--- config.mk ---
export PLATFORM = sky130hd
export DESIGN_NAME = bram_job_sequencer_flat
export DESIGN_NICKNAME = d
export VERILOG_FILES = /design/src/rtl/bram_job_sequencer_if.sv /design/src/rtl/bram_job_sequencer.sv /design/src/flat_wrapper.sv
export SDC_FILE = /design/constraint.sdc
export NUM_CORES = 1
export LEC_CHECK = 0
export ABC_AREA = 1
export BUFFER_PORTS_ARGS = -buffer_cell sky130_fd_sc_hd__buf_2
export CORE_ASPECT_RATIO = 0.75
export CORE_MARGIN = 3
export CORE_UTILIZATION = 55
export DETAILED_ROUTE_END_ITERATION = 10
export GPL_TIMING_DRIVEN = 0
export PLACE_DENSITY_LB_ADDON = 0.3
export SLEW_MARGIN = 15
export SYNTH_ARGS = -nofsm -noshare
export SYNTH_HDL_FRONTEND = slang
export SYNTH_SLANG_ARGS = --single-unit
--- constraint.sdc ---
create_clock -name s00_axis_aclk -period 7.2 [get_ports s00_axis_aclk]
set_input_delay 1.08 -clock s00_axis_aclk [delete_from_list [all_inputs] [get_ports s00_axis_aclk]]
set_output_delay 1.08 -clock s00_axis_aclk [all_outputs]
set_load 0.03 [all_outputs]
--- src/rtl/bram_job_sequencer_if.sv ---
// Descriptor push, BRAM monitor and adapter-config bundle for bram_job_sequencer.
// The master drives descriptors and BRAM activity; the slave is the sequencer.
interface bram_job_sequencer_if #(
    parameter int ADDR_W = 12,
    parameter int DEPTH  = 4
);
    localparam int CNT_W = $clog2(DEPTH) + 1;

    logic              job_valid;
    logic              job_ready;
    logic              job_rw;
    logic [ADDR_W-1:0] job_start;
    logic [ADDR_W-1:0] job_end;
    logic              abort;
    logic              bram_en;
    logic [ADDR_W-1:0] bram_addr;
    logic              cfg_rw;
    logic              cfg_reload;
    logic [ADDR_W-1:0] cfg_start_addr;
    logic [ADDR_W-1:0] cfg_end_addr;
    logic              busy;
    logic [CNT_W-1:0]  jobs_pending;
    logic              done_pulse;
    logic              err_pulse;

    modport master (
        output job_valid, job_rw, job_start, job_end, abort, bram_en, bram_addr,
        input  job_ready, cfg_rw, cfg_reload, cfg_start_addr, cfg_end_addr,
               busy, jobs_pending, done_pulse, err_pulse
    );

    modport slave (
        input  job_valid, job_rw, job_start, job_end, abort, bram_en, bram_addr,
        output job_ready, cfg_rw, cfg_reload, cfg_start_addr, cfg_end_addr,
               busy, jobs_pending, done_pulse, err_pulse
    );
endinterface

--- src/rtl/bram_job_sequencer.sv ---
// Queues BRAM transfer descriptors and hands them one at a time to a stream/BRAM
// adapter, watching its BRAM port for the end address or a stalled transfer.
//
// state | meaning
// IDLE  | no active job; loads FIFO head when one is queued
// LOAD  | cfg_* just loaded from head, cfg_reload high
// RUN   | adapter working; watchdog counts cycles without bram_en
// DONE  | end address seen; done_pulse high, head popped on exit
// ERR   | watchdog expired; err_pulse high, head popped on exit
module bram_job_sequencer #(
    parameter int ADDR_W  = 12,
    parameter int DEPTH   = 4,
    parameter int TIMEOUT = 1024
) (
    input logic                 s00_axis_aclk,
    input logic                 s00_axis_aresetn,
    bram_job_sequencer_if.slave jif
);
    // DEPTH must be a power of two >= 2 so the pointers wrap naturally.
    localparam int PTR_W = (DEPTH > 1) ? $clog2(DEPTH) : 1;
    localparam int CNT_W = $clog2(DEPTH) + 1;
    localparam int WD_W  = $clog2(TIMEOUT + 1);

    typedef enum logic [2:0] {
        S_IDLE,
        S_LOAD,
        S_RUN,
        S_DONE,
        S_ERR
    } state_t;

    state_t            state_q;
    logic [PTR_W-1:0]  wr_ptr_q, wr_ptr_d;
    logic [PTR_W-1:0]  rd_ptr_q, rd_ptr_d;
    logic [CNT_W-1:0]  count_q, count_d;
    logic [WD_W-1:0]   wdog_q, wdog_d;
    logic              cfg_rw_q;
    logic              cfg_reload_q;
    logic [ADDR_W-1:0] cfg_start_q;
    logic [ADDR_W-1:0] cfg_end_q;
    logic              done_q;
    logic              err_q;

    logic              fifo_rw_q    [DEPTH];
    logic [ADDR_W-1:0] fifo_start_q [DEPTH];
    logic [ADDR_W-1:0] fifo_end_q   [DEPTH];

    logic job_ready_c;
    logic push_acc;
    logic push_ok;
    logic push_bad;
    logic pop;
    logic end_hit;
    logic wd_expire;

    // Ready looks only at the registered count, so a pop in the same cycle never frees a slot.
    always_comb begin
        job_ready_c = s00_axis_aresetn && (count_q < CNT_W'(DEPTH)) && !jif.abort;
        push_acc    = jif.job_valid && job_ready_c;
        push_ok     = push_acc && (jif.job_end >= jif.job_start);
        push_bad    = push_acc && (jif.job_end < jif.job_start);
        pop         = (state_q == S_DONE) || (state_q == S_ERR);
        end_hit     = jif.bram_en && (jif.bram_addr == cfg_end_q);
        wd_expire   = (wdog_q == WD_W'(TIMEOUT));

        wr_ptr_d = push_ok ? wr_ptr_q + PTR_W'(1) : wr_ptr_q;
        rd_ptr_d = pop ? rd_ptr_q + PTR_W'(1) : rd_ptr_q;
        count_d  = count_q + CNT_W'(push_ok) - CNT_W'(pop);

        wdog_d = wdog_q;
        if (state_q == S_IDLE || state_q == S_LOAD) begin
            wdog_d = '0;
        end else if (state_q == S_RUN) begin
            if (jif.bram_en) begin
                wdog_d = '0;
            end else if (!wd_expire) begin
                wdog_d = wdog_q + WD_W'(1);
            end
        end
    end

    // Descriptor storage carries no reset; occupancy is tracked by count_q.
    always_ff @(posedge s00_axis_aclk) begin
        if (push_ok) begin
            fifo_rw_q[wr_ptr_q]    <= jif.job_rw;
            fifo_start_q[wr_ptr_q] <= jif.job_start;
            fifo_end_q[wr_ptr_q]   <= jif.job_end;
        end
    end

    always_ff @(posedge s00_axis_aclk or negedge s00_axis_aresetn) begin
        if (!s00_axis_aresetn) begin
            state_q      <= S_IDLE;
            wr_ptr_q     <= '0;
            rd_ptr_q     <= '0;
            count_q      <= '0;
            wdog_q       <= '0;
            cfg_rw_q     <= 1'b0;
            cfg_reload_q <= 1'b0;
            cfg_start_q  <= '0;
            cfg_end_q    <= '0;
            done_q       <= 1'b0;
            err_q        <= 1'b0;
        end else if (jif.abort) begin
            // Flush keeps cfg_* so the adapter still sees its last configuration.
            state_q      <= S_IDLE;
            wr_ptr_q     <= '0;
            rd_ptr_q     <= '0;
            count_q      <= '0;
            wdog_q       <= '0;
            cfg_reload_q <= 1'b0;
            done_q       <= 1'b0;
            err_q        <= 1'b0;
        end else begin
            wr_ptr_q     <= wr_ptr_d;
            rd_ptr_q     <= rd_ptr_d;
            count_q      <= count_d;
            wdog_q       <= wdog_d;
            cfg_reload_q <= 1'b0;
            done_q       <= 1'b0;
            err_q        <= push_bad;

            case (state_q)
                S_IDLE: begin
                    if (count_q != '0) begin
                        state_q      <= S_LOAD;
                        cfg_rw_q     <= fifo_rw_q[rd_ptr_q];
                        cfg_start_q  <= fifo_start_q[rd_ptr_q];
                        cfg_end_q    <= fifo_end_q[rd_ptr_q];
                        cfg_reload_q <= 1'b1;
                    end
                end
                S_LOAD: begin
                    state_q <= S_RUN;
                end
                S_RUN: begin
                    // End match wins over an expired watchdog on the same edge.
                    if (end_hit) begin
                        state_q <= S_DONE;
                        done_q  <= 1'b1;
                    end else if (wd_expire) begin
                        state_q <= S_ERR;
                        err_q   <= 1'b1;
                    end
                end
                S_DONE,
                S_ERR: begin
                    state_q <= S_IDLE;
                end
                default: begin
                    state_q <= S_IDLE;
                end
            endcase
        end
    end

    assign jif.job_ready      = job_ready_c;
    assign jif.cfg_rw         = cfg_rw_q;
    assign jif.cfg_reload     = cfg_reload_q;
    assign jif.cfg_start_addr = cfg_start_q;
    assign jif.cfg_end_addr   = cfg_end_q;
    assign jif.busy           = (state_q != S_IDLE);
    assign jif.jobs_pending   = count_q;
    assign jif.done_pulse     = done_q;
    assign jif.err_pulse      = err_q;
endmodule

--- src/flat_wrapper.sv ---
// flat-port wrapper written by rule: the top's interface ports become plain ports
module bram_job_sequencer_flat 
#(
    parameter int ADDR_W  = 12,
    parameter int DEPTH   = 4,
    parameter int TIMEOUT = 1024
)
  (s00_axis_aclk, s00_axis_aresetn, jif_job_valid, jif_job_rw, jif_job_start, jif_job_end, jif_abort, jif_bram_en, jif_bram_addr, jif_job_ready, jif_cfg_rw, jif_cfg_reload, jif_cfg_start_addr, jif_cfg_end_addr, jif_busy, jif_jobs_pending, jif_done_pulse, jif_err_pulse);
  bram_job_sequencer_if #(.ADDR_W(ADDR_W), .DEPTH(DEPTH)) jif_i ();
  input logic s00_axis_aclk;
  input logic s00_axis_aresetn;
  input wire logic [$bits(jif_i.job_valid)-1:0] jif_job_valid;
  input wire logic [$bits(jif_i.job_rw)-1:0] jif_job_rw;
  input wire logic [$bits(jif_i.job_start)-1:0] jif_job_start;
  input wire logic [$bits(jif_i.job_end)-1:0] jif_job_end;
  input wire logic [$bits(jif_i.abort)-1:0] jif_abort;
  input wire logic [$bits(jif_i.bram_en)-1:0] jif_bram_en;
  input wire logic [$bits(jif_i.bram_addr)-1:0] jif_bram_addr;
  output wire logic [$bits(jif_i.job_ready)-1:0] jif_job_ready;
  output wire logic [$bits(jif_i.cfg_rw)-1:0] jif_cfg_rw;
  output wire logic [$bits(jif_i.cfg_reload)-1:0] jif_cfg_reload;
  output wire logic [$bits(jif_i.cfg_start_addr)-1:0] jif_cfg_start_addr;
  output wire logic [$bits(jif_i.cfg_end_addr)-1:0] jif_cfg_end_addr;
  output wire logic [$bits(jif_i.busy)-1:0] jif_busy;
  output wire logic [$bits(jif_i.jobs_pending)-1:0] jif_jobs_pending;
  output wire logic [$bits(jif_i.done_pulse)-1:0] jif_done_pulse;
  output wire logic [$bits(jif_i.err_pulse)-1:0] jif_err_pulse;
  assign jif_i.job_valid = jif_job_valid;
  assign jif_i.job_rw = jif_job_rw;
  assign jif_i.job_start = jif_job_start;
  assign jif_i.job_end = jif_job_end;
  assign jif_i.abort = jif_abort;
  assign jif_i.bram_en = jif_bram_en;
  assign jif_i.bram_addr = jif_bram_addr;
  assign jif_job_ready = jif_i.job_ready;
  assign jif_cfg_rw = jif_i.cfg_rw;
  assign jif_cfg_reload = jif_i.cfg_reload;
  assign jif_cfg_start_addr = jif_i.cfg_start_addr;
  assign jif_cfg_end_addr = jif_i.cfg_end_addr;
  assign jif_busy = jif_i.busy;
  assign jif_jobs_pending = jif_i.jobs_pending;
  assign jif_done_pulse = jif_i.done_pulse;
  assign jif_err_pulse = jif_i.err_pulse;
  bram_job_sequencer #(.ADDR_W(ADDR_W), .DEPTH(DEPTH), .TIMEOUT(TIMEOUT)) u_core (.s00_axis_aclk(s00_axis_aclk), .s00_axis_aresetn(s00_axis_aresetn), .jif(jif_i));
endmodule
==> results of run 1 <==
[sequential cells by signal, indices dropped and copies added, names as in the netlist, 3 cells and up]
| name | flops |
|---|---|
| u_core.fifo_rw_q | 4 |
| u_core.jif.jobs_pending | 3 |
| u_core.state_q | 3 |
| u_core.wdog_q | 11 |
| u_core.jif.cfg_end_addr | 12 |
| u_core.jif.cfg_start_addr | 12 |
| u_core.fifo_start_q | 48 |
| u_core.fifo_end_q | 48 |
[metal layers]
| layer | wire (um) | global-route usage, % |
|---|---|---|
| met3 | 1640 | 6.04 |
| met4 | 279 | 6.77 |
| met1 | 7550 | 37.1 |
| met2 | 8090 | 39.2 |
| met5 | 0 | 0 |
[cell type report]
type / instances / area share [%]
multi-input combinational: 448 / 28.1
sequential: 149 / 50.4
timing repair buffer: 77 / 5.34
inverter: 91 / 4.18
buffer: 26 / 1.96
tap: 166 / 2.48
clock inverter: 11 / 2.07
clock buffer: 20 / 5.45
[worst min path at each step]
stage | startpoint | slack [ps] | endpoint
after floorplan | u_core.wdog_q[10]$_DFFE_PN0P_ | 490 | u_core.wdog_q[10]$_DFFE_PN0P_
after global placement | u_core.wdog_q[1]$_DFFE_PN0P_ | 520 | u_core.wdog_q[1]$_DFFE_PN0P_
after detailed placement | u_core.wdog_q[0]$_DFFE_PN0P_ | 540 | u_core.wdog_q[0]$_DFFE_PN0P_
after CTS | u_core.jif.cfg_start_addr[4]$_DFFE_PN0P_ | 560 | u_core.jif.cfg_start_addr[4]$_DFFE_PN0P_
after global routing | u_core.jif.cfg_start_addr[3]$_DFFE_PN0P_ | 590 | u_core.jif.cfg_start_addr[3]$_DFFE_PN0P_
final | u_core.jif.cfg_start_addr[4]$_DFFE_PN0P_ | 560 | u_core.jif.cfg_start_addr[4]$_DFFE_PN0P_
[metrics by stage]
stage               setup WS (ps)  instance area [um^2]  instances  utilization, %
finish                       3850                  8380        988            67.4
detailed placement           3040                  7750        957            62.3
CTS                          3470                  8380        988            67.4
floorplan                    3410                  7070        714               -
global route                 3670                  8380        988            67.4
global placement             2080                  7640        954            61.5
[cell usage in the layout (no fill, tap or decap), drive strengths merged, types with 7 or more instances in the layout]
master,n
o21ai,75
clkinv,7
nor3,8
buf,92
nand3,25
inv,91
nor2,142
nand2,125
a31oi,13
edfxtp,100
nand4,15
o22ai,12
clkbuf,31
dfrtp,49
ha,20
[power by group through the flow]
stage,Clock [W],Combinational (W),Sequential (W)
after CTS,0.000952,0.000774,0.00107
after global routing,0.000992,0.000846,0.00108
final,0.000946,0.000777,0.00107
after detailed placement,0,0.000769,0.00109
after floorplan,0,0.000390,0.00123
after global placement,0,0.000746,0.00108
[critical path: stages]
cell and delay, ps:
buf_4 510, nor3b_1 310, and2_1 330, nand2_1 350, nor2_4 750
[logic make-up after synthesis]
logic type | synth area share (%)
AND/OR/NAND/NOR | 19.5
flip-flops | 59.8
buffers and inverters | 7.28
AO/OA/AOI/OAI | 9.40
adder cells (fa/ha/maj) | 3.82
XOR/XNOR | 0.124
==> metrics.txt, run 1 <==
Setup Skew just under 9 ps; setup TNS 0 ps; Peak Freq about 300 MHz; final hold violation count 0; worst r2r dst u_core.fifo_start_q[0][1]$_DFFE_PP_; Post-CTS Repair Setup Buffers 0; core area between 10,000 and 15,000 um^2; Ports 75; most numerous cell in the Yosys netlist nor2_1; largest net degree at the start of global routing slightly above 50; vias per inst roughly 5.6; Hold Slack roughly 560 ps; Storage cell area between 4000 and 5000 um^2; die width between 100 and 150 um; Syn Inst Count 714; Arr. time, crit path between 3000 and 4000 ps; Worst-path clk slew approximately 60 ps; Switching Share about a third; async set-reset flop share out of synthesis about a third; post-synth net total ~780; Critical R2R Launch u_core.jif.jobs_pending[2]$_DFF_PN0_; antenna violations before repair 0; Post-synth top flop edfxtp_1; Tcrit/Tclk final a little under half; Clock Sinks 149; Slew @ Worst Pin between 800 and 900 ps; flops & latches, synth around 150; first-pass iteration count of the detailed router 5; share of the synthesized area in the top cell type a little over two fifths; syn avg cell area roughly 9.9 um^2; routed wire length 17,600 um; Std-Cell Rows 35; vias in the first global route about 5,300; Initial Util between 50 and 60%; area occupied by multi-input gates approximately 2400 um^2; relative slew slack a little over two fifths; CTS Buf Count 17; Tot Pwr roughly 0.0028 W; htree depth 4; fin crit period around 3400 ps; hold buffers post-CTS 0; setup slack, reg-to-reg between 4000 and 5000 ps; gr ovfl total 0; vias post-DR ~5,600; DR iter-0 viols 479; CP endpoint u_core.fifo_start_q[0][1]$_DFFE_PP_; Ys Warns 0; count of different cell masters after synthesis 41; worst-path fanout max 50; Clock power frac about 34%; RSZ-0062 raised after global routing false; fin. max-slew vios 0; combinational cell fraction of total power 27.8%; CP required 7250 ps; CP Capture Type flop; Resized Gates After CTS 0; Diodes inserted 0; Root Buffer Master clkbuf_16; CP Class primary input to flop; first-pass GRT wire length 27,800 um; crit path from s00_axis_aresetn; Hold Crit Class flop to flop; CTS Buffer Depth 2; DP Wirelength approximately 12,000 um; Yosys top cell by area edfxtp_1; P_leak between 3 and 4 nW; gr usage total 25.6%; layout cells sized above 1 approximately 20%; Fillers 970; Netlist Area Pre-Place slightly above 7000 um^2; Int Power between 0.0015 and 0.002 W; Register-to-Register Path Depth 4; number of synthesized flops with an enable pin 100; sequential share of power a little under two fifths; wire length per cell ~18 um; routability congestion estimate 0.910; port buffer count 74; max_cap viols 0; Die Area ~14,000 um^2; Worst-Skew Late Latency about 420 ps; CTS tree done; outcome completed; DRT antenna net count 0; synth cell count leaders 136 x nor2_1, 123 x nand2_1, 100 x edfxtp_1; Psw approximately 0.00095 W; Max rail drop VDD about 0.25 mV; DRC viols 0; Cell Pwr Density around 330 nW/um^2; die height about 100 um; hold depth 2; dominant cells by area after synthesis edfxtp_1 42%, dfrtp_1 17%, nor2_1 7.2%; Setup Viol. Count Final 0; Nets between 800 and 900; kind of start point of the critical path primary input; Seq/Total Area, Yosys roughly 60%; Area Growth Syn to Fin 18.6%
(Power assumes the default switching activity.)
==> run 2: changes to the inputs <==
--- a/config.mk
+++ b/config.mk
@@ -9,7 +9,7 @@
 export BUFFER_PORTS_ARGS = -buffer_cell sky130_fd_sc_hd__buf_2
 export CORE_ASPECT_RATIO = 0.75
 export CORE_MARGIN = 3
-export CORE_UTILIZATION = 55
+export CORE_UTILIZATION = 53
 export DETAILED_ROUTE_END_ITERATION = 10
 export GPL_TIMING_DRIVEN = 0
 export PLACE_DENSITY_LB_ADDON = 0.3
==> constraint.sdc (replaced) <==
create_clock -name s00_axis_aclk -period 3 [get_ports s00_axis_aclk]
set_input_delay 0.45 -clock s00_axis_aclk [delete_from_list [all_inputs] [get_ports s00_axis_aclk]]
set_output_delay 0.45 -clock s00_axis_aclk [all_outputs]
set_load 0.03 [all_outputs]
==> run 2 against run 1 <==
Register-to-register slack got worse by 4200 ps. Core utilization fell by 1.6 points. Largest cell class unchanged. Setup slack got worse by 3500 ps. Via count fell by 3.1%. Global-route usage fell by 1.7 points. Die area rose by 3.6%.
==> metrics.txt, run 2 (synthesis results as in run 1) <==
sequential share of power approximately two fifths; Critical R2R Launch u_core.jif.jobs_pending[2]$_DFF_PN0_; DP Wirelength ~12,000 um; CP Capture Type flop; Clock Sinks between 100 and 150; Psw 0.00242 W; Worst-path clk slew around 70 ps; worst r2r dst u_core.fifo_start_q[1][6]$_DFFE_PP_; Hold Slack slightly above 60 ps; Setup Skew 11.4 ps; die height 106 um; DR iter-0 viols slightly below 400; wire length per cell about 17 um; Resized Gates After CTS 0; CTS Buf Count 17; Slew @ Worst Pin 821 ps; commonest non-fill, non-tap cell in the layout nor2_1; Worst-Skew Late Latency 430 ps; die width about 140 um; vias per inst roughly 5.5; Fillers roughly 990; combinational cell fraction of total power 28.5%; first-pass iteration count of the detailed router 6; worst-path fanout max 50; core area about 13,000 um^2; Ports 75; fin crit period approximately 2700 ps; routed wire length between 15,000 and 20,000 um; Diodes inserted 0; critical path's top delay family simple AND/OR/NAND/NOR gates; Max rail drop VDD ~0.5 mV; outcome completed; Area Growth Syn to Fin 17.9%; Switching Share 37.2%; Register-to-Register Path Depth 4; Post-CTS Repair Setup Buffers 0; Std-Cell Rows 35; gr usage total a little under a quarter; Nets 873; vias in the first global route 5,260; Setup Viol. Count Final 0; Clock power frac between 30 and 40%; max incr delay on CP 750 ps; CP cell instances buf_4, nor3b_1, and2_1, nand2_1, nor2_4; Tcrit/Tclk final between 80 and 90%; layout cells sized above 1 roughly a fifth; relative slew slack 45.1%; gr ovfl total 0; setup slack, reg-to-reg 550 ps; biggest regs u_core.fifo_end_q: 48 flops, u_core.fifo_start_q: 48 flops; critical path's slowest cell nor2_4; CTS tree done; Initial Util a little under three fifths; max_cap viols 0; CP required about 3000 ps; vias post-DR 5,402; Die Area 14,800 um^2; RSZ-0062 raised after global routing false; antenna violations before repair 0; CTS Buffer Depth 2; Int Power 0.00410 W; final hold violation count 0; highest-count cells in the layout ignoring fill and taps 132 x nor2_1, 123 x nand2_1, 100 x edfxtp_1; kind of start point of the critical path primary input; Root Buffer Master clkbuf_16; htree depth 4; first-pass GRT wire length roughly 27,000 um; Peak Freq around 370 MHz; Hold Crit Class primary input to asynchronous set/reset pin; P_leak 3.63 nW; setup TNS 0 ps; port buffer count between 70 and 80; CP Class primary input to flop; DRC viols 0; routability congestion estimate 0.880; largest net degree at the start of global routing slightly above 50; fin. max-slew vios 0; Worst Path Buf+Inv 1; DRT antenna net count 0; Cell Pwr Density 783 nW/um^2; Arr. time, crit path about 2700 ps; hold buffers post-CTS 0
[run 2: metal layers]
layer  track usage, %  wire [um]
met1             33.9       7600
met2             37.2       7820
met3             5.13       1500
met4             7.61        252
met5                0          0
[run 2: area by class of cell]
class | instances | area, um^2 | share of cell area [%]
Sequential cell | 149 | 4230 | 50.8
Buffer | 26 | 164 | 1.97
Inverter | 91 | 350 | 4.20
Clock inverter | 15 | 160 | 1.92
Tap cell | 166 | 208 | 2.49
Clock buffer | 17 | 425 | 5.11
Multi-Input combinational cell | 448 | 2350 | 28.2
Timing Repair Buffer | 77 | 443 | 5.32
[run 2: per-stage QoR]
| stage | setup WS, ps | utilization [%] | instances | cell area (um^2) | power, W |
|---|---|---|---|---|---|
| CTS | 266 | 65.8 | 989 | 8330 | 0.00654 |
| floorplan | -243 | - | 714 | 7070 | 0.00388 |
| finish | 322 | 65.8 | 989 | 8330 | 0.00653 |
| global route | 85.7 | 65.8 | 989 | 8330 | 0.00682 |
| detailed placement | -186 | 61.2 | 957 | 7750 | 0.00446 |
| global placement | -1590 | 60.4 | 954 | 7640 | 0.00440 |
[run 2: power groups by stage]
| stage | Clock [W] | Combinational (W) | Sequential, W |
|---|---|---|---|
| 6_report | 0.00209 | 0.00186 | 0.00258 |
| 5_1_grt | 0.00220 | 0.00202 | 0.00260 |
| 4_1_cts | 0.00210 | 0.00187 | 0.00257 |
| 3_5_place_dp | 0 | 0.00185 | 0.00261 |
| 3_3_place_gp | 0 | 0.00180 | 0.00260 |
| 2_1_floorplan | 0 | 0.000937 | 0.00294 |
[run 2: worst max-delay path by stage]
stage	to	slack, ps	from	depth (start not counted)
finish	u_core.fifo_start_q[1][6]$_DFFE_PP_	320	s00_axis_aresetn	5
floorplan	u_core.fifo_end_q[0][0]$_DFFE_PP_	-240	u_core.jif.jobs_pending[2]$_DFF_PN0_	4
CTS	u_core.fifo_start_q[1][3]$_DFFE_PP_	270	s00_axis_aresetn	5
global placement	u_core.fifo_start_q[3][6]$_DFFE_PP_	-1590	s00_axis_aresetn	5
detailed placement	u_core.fifo_start_q[1][8]$_DFFE_PP_	-190	s00_axis_aresetn	5
global route	u_core.jif.jobs_pending[2]$_DFF_PN0_	90	s00_axis_aresetn	10
